==> src/rtl/uart_pkg.sv <==
// Shared UART clocking types and default sizing.
// Fractional divide hardware is built only with FRAC_BAUD_FRAC_DIV_EN.
package uart_pkg;

  localparam int DEF_DIV_W  = 16;
  localparam int DEF_FRAC_W = 4;
  localparam int DEF_OVS    = 16;

  localparam logic [DEF_DIV_W-1:0] DEF_RESET_DIV = 16'd325;

  typedef logic [DEF_DIV_W-1:0]  div_int_t;
  typedef logic [DEF_FRAC_W-1:0] div_frac_t;

  typedef struct packed {
    div_int_t  d_int;
    div_frac_t d_frac;
  } divisor_t;

endpackage

==> src/rtl/frac_baud_accum.sv <==
// Fractional phase accumulator; carry-out stretches the next
// oversample period by one clock. Used with FRAC_BAUD_FRAC_DIV_EN.
module frac_baud_accum
  import uart_pkg::*;
#(
  parameter int FRAC_W = DEF_FRAC_W
) (
  input  logic              clk_i,
  input  logic              rst_i,
  input  logic              clr_i,
  input  logic              tick_i,
  input  logic [FRAC_W-1:0] frac_i,
  output logic              stretch_o
);

  logic [FRAC_W-1:0] r_acc;
  logic              r_stretch;
  logic [FRAC_W:0]   w_sum;

  assign w_sum     = {1'b0, r_acc} + {1'b0, frac_i};
  assign stretch_o = r_stretch;

  always_ff @(posedge clk_i) begin
    if (rst_i || clr_i) begin
      r_acc     <= '0;
      r_stretch <= 1'b0;
    end else if (tick_i) begin
      r_acc     <= w_sum[FRAC_W-1:0];
      r_stretch <= w_sum[FRAC_W];
    end
  end

endmodule

==> src/rtl/frac_baud_generator.sv <==
// UART baud/oversample tick generator with shadowed divisor reload.
// Define FRAC_BAUD_FRAC_DIV_EN to enable the fractional divisor.
module frac_baud_generator
  import uart_pkg::*;
#(
  parameter int               DIV_W     = DEF_DIV_W,
  parameter int               FRAC_W    = DEF_FRAC_W,
  parameter int               OVS       = DEF_OVS,
  parameter logic [DIV_W-1:0] RESET_DIV = DIV_W'(DEF_RESET_DIV)
) (
  input  logic              clk_i,
  input  logic              rst_i,
  input  logic              enable_i,
  input  logic              sync_i,
  input  logic              div_load_i,
  input  logic [DIV_W-1:0]  divisor_int_i,
  input  logic [FRAC_W-1:0] divisor_frac_i,
  output logic              ov_tick_o,
  output logic              baud_tick_o,
  output logic              mid_bit_o,
  output logic              div_ack_o
);

  localparam int SUB_W = $clog2(OVS);
  localparam logic [SUB_W-1:0] SUB_LAST = SUB_W'(OVS - 1);
  localparam logic [SUB_W-1:0] SUB_MID  = SUB_W'(OVS / 2 - 1);

  logic [DIV_W:0]   r_cnt;
  logic [SUB_W-1:0] r_sub;
  logic [DIV_W-1:0] r_div;
  logic [DIV_W-1:0] r_sh_div;
  logic             r_pend;
  logic             r_rst_q;

  logic             w_run;
  logic             w_wrap;
  logic             w_apply;
  logic             w_stretch;
  logic [DIV_W:0]   w_top;

  // The cycle after reset is a settle cycle: nothing counts or fires.
  assign w_run   = enable_i & ~sync_i & ~rst_i & ~r_rst_q;
  assign w_top   = {1'b0, r_div} + {{DIV_W{1'b0}}, w_stretch};
  assign w_wrap  = w_run & (r_cnt >= w_top);
  assign w_apply = r_pend & ~rst_i & ~r_rst_q & (w_wrap | ~enable_i);

  assign ov_tick_o   = w_wrap;
  assign baud_tick_o = w_wrap & (r_sub == SUB_LAST);
  assign mid_bit_o   = w_wrap & (r_sub == SUB_MID);
  assign div_ack_o   = w_apply;

  always_ff @(posedge clk_i) begin
    if (rst_i) begin
      r_cnt   <= '0;
      r_sub   <= '0;
      r_rst_q <= 1'b1;
    end else begin
      r_rst_q <= 1'b0;
      if (sync_i) begin
        r_cnt <= '0;
        r_sub <= '0;
      end else if (w_wrap) begin
        r_cnt <= '0;
        if (r_sub == SUB_LAST) r_sub <= '0;
        else r_sub <= r_sub + SUB_W'(1);
      end else if (w_run) begin
        r_cnt <= r_cnt + (DIV_W+1)'(1);
      end
    end
  end

  always_ff @(posedge clk_i) begin
    if (rst_i) begin
      r_div    <= RESET_DIV;
      r_sh_div <= RESET_DIV;
      r_pend   <= 1'b0;
    end else begin
      if (w_apply) r_div <= r_sh_div;
      if (div_load_i) begin
        r_sh_div <= divisor_int_i;
        r_pend   <= 1'b1;
      end else if (w_apply) begin
        r_pend <= 1'b0;
      end
    end
  end

`ifdef FRAC_BAUD_FRAC_DIV_EN
  logic [FRAC_W-1:0] r_frac;
  logic [FRAC_W-1:0] r_sh_frac;

  always_ff @(posedge clk_i) begin
    if (rst_i) begin
      r_frac    <= '0;
      r_sh_frac <= '0;
    end else begin
      if (w_apply) r_frac <= r_sh_frac;
      if (div_load_i) r_sh_frac <= divisor_frac_i;
    end
  end

  frac_baud_accum #(
    .FRAC_W (FRAC_W)
  ) u_accum (
    .clk_i     (clk_i),
    .rst_i     (rst_i),
    .clr_i     (sync_i),
    .tick_i    (w_wrap),
    .frac_i    (r_frac),
    .stretch_o (w_stretch)
  );
`else
  logic w_unused_frac;
  assign w_unused_frac = ^divisor_frac_i;
  assign w_stretch     = 1'b0;
`endif

endmodule

==> config.mk <==
export PLATFORM = sky130hd
export DESIGN_NAME = frac_baud_generator
export DESIGN_NICKNAME = d
export VERILOG_FILES = /design/src/rtl/uart_pkg.sv /design/src/rtl/frac_baud_accum.sv /design/src/rtl/frac_baud_generator.sv
export SDC_FILE = /design/constraint.sdc
export NUM_CORES = 1
export LEC_CHECK = 0
export BUFFER_PORTS_ARGS = -buffer_cell sky130_fd_sc_hd__buf_4
export CORE_ASPECT_RATIO = 0.9
export CORE_MARGIN = 2
export CORE_UTILIZATION = 65
export CTS_BUF_LIST = sky130_fd_sc_hd__clkbuf_2 sky130_fd_sc_hd__clkbuf_4 sky130_fd_sc_hd__clkbuf_8
export DETAILED_ROUTE_END_ITERATION = 16
export MAX_ROUTING_LAYER = met4
export PLACE_DENSITY = 0.95
export SLEW_MARGIN = 20
export SYNTH_ARGS = -nofsm -noshare
export SYNTH_HDL_FRONTEND = slang
export SYNTH_SLANG_ARGS = --single-unit
==> constraint.sdc <==
create_clock -name clk_i -period 6.3 [get_ports clk_i]
set_input_delay 0.945 -clock clk_i [delete_from_list [all_inputs] [get_ports clk_i]]
set_output_delay 0.945 -clock clk_i [all_outputs]
set_load 0.03 [all_outputs]
==> metrics.log <==
[metrics] number of DRC violations after detailed-routing iteration 0: 110
[metrics] CTS Buffer Depth: 2
[metrics] chip width: 71.3 µm
[metrics] count of cell types in the netlist: 40
[metrics] Area Growth Syn to Fin: 10.2%
[metrics] number of instances in the synthesized netlist: 283
[metrics] detailed-placement wirelength estimate: 3500 µm
[metrics] number of buffers added to fix hold violations after cts: 0
[metrics] top-level I/O count: 29
[metrics] share of cells above drive strength 1: 0.161
[metrics] setup total negative slack: 0 ps
[metrics] fin worst setup slack: 2380 ps
[metrics] WS Path Type: flip-flop to output port
[metrics] total clock buffers created by CTS: 5
[metrics] number of standard cells in the final layout excluding fillers: 353
[metrics] number of vias per cell: 5.58
[metrics] simple-gate area share of the yosys netlist: 0.185
[metrics] residual DRC count: 0
[metrics] share of the clock period used by the worst path: 0.623
[metrics] data arrival time of the critical path: 2980 ps
[metrics] number of max-cap violations: 0
[metrics] Resized cells post-CTS: 0
[metrics] sequential element share of the synthesized area: 0.416
[metrics] synthesized-area fraction occupied by ao, oa, aoi and oai cells: 0.0846
[metrics] total of fill cells in the finished design: 230
[metrics] top-area cell type share of the netlist area: 0.416
[metrics] maximum ir drop on the vdd rail: 0.185 mV
[metrics] final global-route overflow total: 0
[metrics] core footprint: 3990 µm²
[metrics] share of the core filled with cells: 0.731
[metrics] hold_ws: 481 ps
[metrics] pin count of the biggest net entering global routing: 35
[metrics] clock latency reported for the late side of the worst-skew pair: 310 ps
[metrics] initial core utilization: 0.664
[metrics] area enclosed by the die boundary: 4600 µm²
[metrics] Worst Setup Start Kind: flip-flop
[metrics] leading post-synthesis cells by cell area: sky130_fd_sc_hd__dfxtp_1 (42%), sky130_fd_sc_hd__ha_1 (8.5%), sky130_fd_sc_hd__nor2_1 (7.2%), sky130_fd_sc_hd__mux2i_1 (7.2%), sky130_fd_sc_hd__inv_1 (3.3%)
[metrics] top cell type by total area after synthesis: sky130_fd_sc_hd__dfxtp_1
[metrics] initial antenna violation count: 0
[metrics] Root Buffer Master: sky130_fd_sc_hd__clkbuf_8
[metrics] dominant combinational cell family by area after synthesis: simple AND/OR/NAND/NOR gates
[metrics] PortBufs: 24
[metrics] number of cells after detailed placement: 345
[metrics] clk sink count: 55
[metrics] Worst Hold Class: flip-flop to flip-flop
[metrics] height of the die: 64.6 µm
[metrics] Critical Path End Type: output port
[metrics] post-CTS setup buffer count: 0
[metrics] mux share of post-synthesis cell area: 0.130
[metrics] first drt pass iteration count: 4
[metrics] synth warn: 0
[metrics] Total Nets Final: 347
[metrics] top achievable clock speed: 255 MHz
[metrics] Detail Route Antenna Nets: 0
[metrics] #FFs+latches synth: 55
[metrics] routability cong.: 0.880
[metrics] CTS clk-pin slew, worst paths: 90 ps
[metrics] PD cells: 204 nW/µm²
[metrics] headroom to the max-slew limit: 0.469
[metrics] routed wirelength normalized by instance count: 13.4 µm
[metrics] fin. max-slew vios: 0
[metrics] total via count in the routed design: 1969
[metrics] final hold vios: 0
[metrics] result of the run: complete, no violations
[metrics] setup repair after global routing missed its margin: no
[metrics] post-placement setup slack: 2640 ps
[metrics] Max Fanout on Critical Path: 17
[metrics] syn_nets: 326
[metrics] total inserted antenna cells: 0
[metrics] required time worst endpoint: 5350 ps
[metrics] number of global-route vias before repair: 1892
[metrics] number of levels in the clock H-tree: 2
[metrics] Finish-stage setup viols: 0
[metrics] CTS tree: done
[metrics] post-synthesis adder-cell area fraction: 0.0850
[metrics] Mapped Avg Cell Area: 9.36 µm²
[metrics] overall routing resource usage: 0.234
[metrics] static power due to leakage: 1.26 nW
[metrics] clock skew: 8.00 ps
[metrics] WL final: 4730 µm
[metrics] num rows: 22
[metrics] synthesized-area fraction occupied by xor and xnor cells: 0.0430
[metrics] slew at the pin closest to its max-slew limit: 786 ps
[metrics] Syn Std Cell Area: 2650 µm²
[metrics] time the final worst path needs with I/O delays and setup: 3920 ps
[metrics] global-route wire length before repair: 8280 µm
## Yosys cell counts (all sizes together)
cell / number
a311o: 1
a31oi: 4
nand3: 8
buf: 5
o21ai: 6
nand2b: 2
a41oi: 1
nor3b: 1
inv: 23
nand2: 21
mux2i: 19
and3: 2
a2111oi: 2
ha: 18
mux2: 12
clkbuf: 5
or2: 1
and4: 2
a21oi: 8
and2: 1
nor3: 4
o211ai: 4
nand4: 4
or3: 2
xor2: 9
nor2b: 2
o211a: 2
nor4b: 2
nor2: 51
xnor2: 4
nand4b: 1
dfxtp: 55
a311oi: 1
## per-stage QoR
stage	total power [W]	instance area (µm²)
finish	0.000597	2920
global route	0.000618	2920
CTS	0.000599	2920
detailed placement	0.000406	2820
global placement	0.000404	2820
floorplan	0.000392	2650
## critical path: stages (launching register included)
cell                        delay, ps
sky130_fd_sc_hd__dfxtp_1          360
sky130_fd_sc_hd__inv_1             60
sky130_fd_sc_hd__ha_1             310
sky130_fd_sc_hd__nand4_1          140
sky130_fd_sc_hd__a2111oi_0        370
sky130_fd_sc_hd__o21ai_0          250
sky130_fd_sc_hd__a31oi_1          190
sky130_fd_sc_hd__o211a_1          680
sky130_fd_sc_hd__buf_4            290
## where the power goes
part / switching [W] / internal, W
combinational: 0.0000194 / 0.0000188
clock: 0.000114 / 0.0000843
sequential: 0.00000389 / 0.000356
## cell families after synthesis
group / Yosys count
muxes: 31
and+or+nand+nor: 104
DFF: 55
buffers and inverters: 33
AOI/OAI and AO/OA: 29
adders and majority gates: 18
xor gates and xnor gates: 13
## flip-flops by register name, indices dropped and copies added (netlist names)
register and cells:
r_div 16, r_sh_div 16, r_sub 4, r_cnt 17
r_rst_q 1, r_pend 1
## area by class of cell
cell class	count	area, µm²	area share
sequential	55	1100	0.377
timing repair buffer	24	180	0.0617
multi-input combinational	195	1400	0.479
clock buffer	6	76.3	0.0262
clock inverter	2	17.5	0.00600
tap	48	60.1	0.0206
inverter	23	86.3	0.0296
## metal layers
layer,share of wire,vias to the layer above,global-route usage
met3,0.037,8,0.0607
met4,0.011,0,0.0637
met5,0,-,-
met1,0.45,923,0.279
met2,0.50,41,0.395
li1,-,997,-
## path summary, 6_finish.rpt
path                            startpoint                     to  slack [ps]  cells past startpoint
setup / recovery     r_div[8]$_SDFFE_PP1P_              div_ack_o        2380                      8
hold / removal    r_sh_div[8]$_SDFFE_PP1P_  r_div[8]$_SDFFE_PP1P_         480                      2
setup reg to reg     r_div[8]$_SDFFE_PP1P_  r_div[3]$_SDFFE_PP0P_        3410                      8
hold reg to reg   r_sh_div[8]$_SDFFE_PP1P_  r_div[8]$_SDFFE_PP1P_         480                      2
## placed cells by master (no fill, tap or decap), types with 3 or more instances in the layout
master / Yosys / routed
sky130_fd_sc_hd__nand2_1: 21 / 21
sky130_fd_sc_hd__mux2_2: 7 / 7
sky130_fd_sc_hd__o21ai_0: 6 / 6
sky130_fd_sc_hd__mux2i_1: 19 / 19
sky130_fd_sc_hd__ha_1: 18 / 18
sky130_fd_sc_hd__mux2_4: 5 / 5
sky130_fd_sc_hd__buf_4: 1 / 24
sky130_fd_sc_hd__xor2_1: 9 / 9
sky130_fd_sc_hd__inv_1: 23 / 23
sky130_fd_sc_hd__clkbuf_8: 0 / 5
sky130_fd_sc_hd__nor2_1: 51 / 51
sky130_fd_sc_hd__a31oi_1: 3 / 3
sky130_fd_sc_hd__nor3_1: 3 / 3
sky130_fd_sc_hd__nand4_1: 4 / 4
sky130_fd_sc_hd__a21oi_1: 8 / 8
sky130_fd_sc_hd__nand3_1: 8 / 8
sky130_fd_sc_hd__o211ai_1: 4 / 4
sky130_fd_sc_hd__dfxtp_1: 55 / 55
sky130_fd_sc_hd__xnor2_1: 4 / 4
Note: power is estimated with default switching activity, not from simulation.
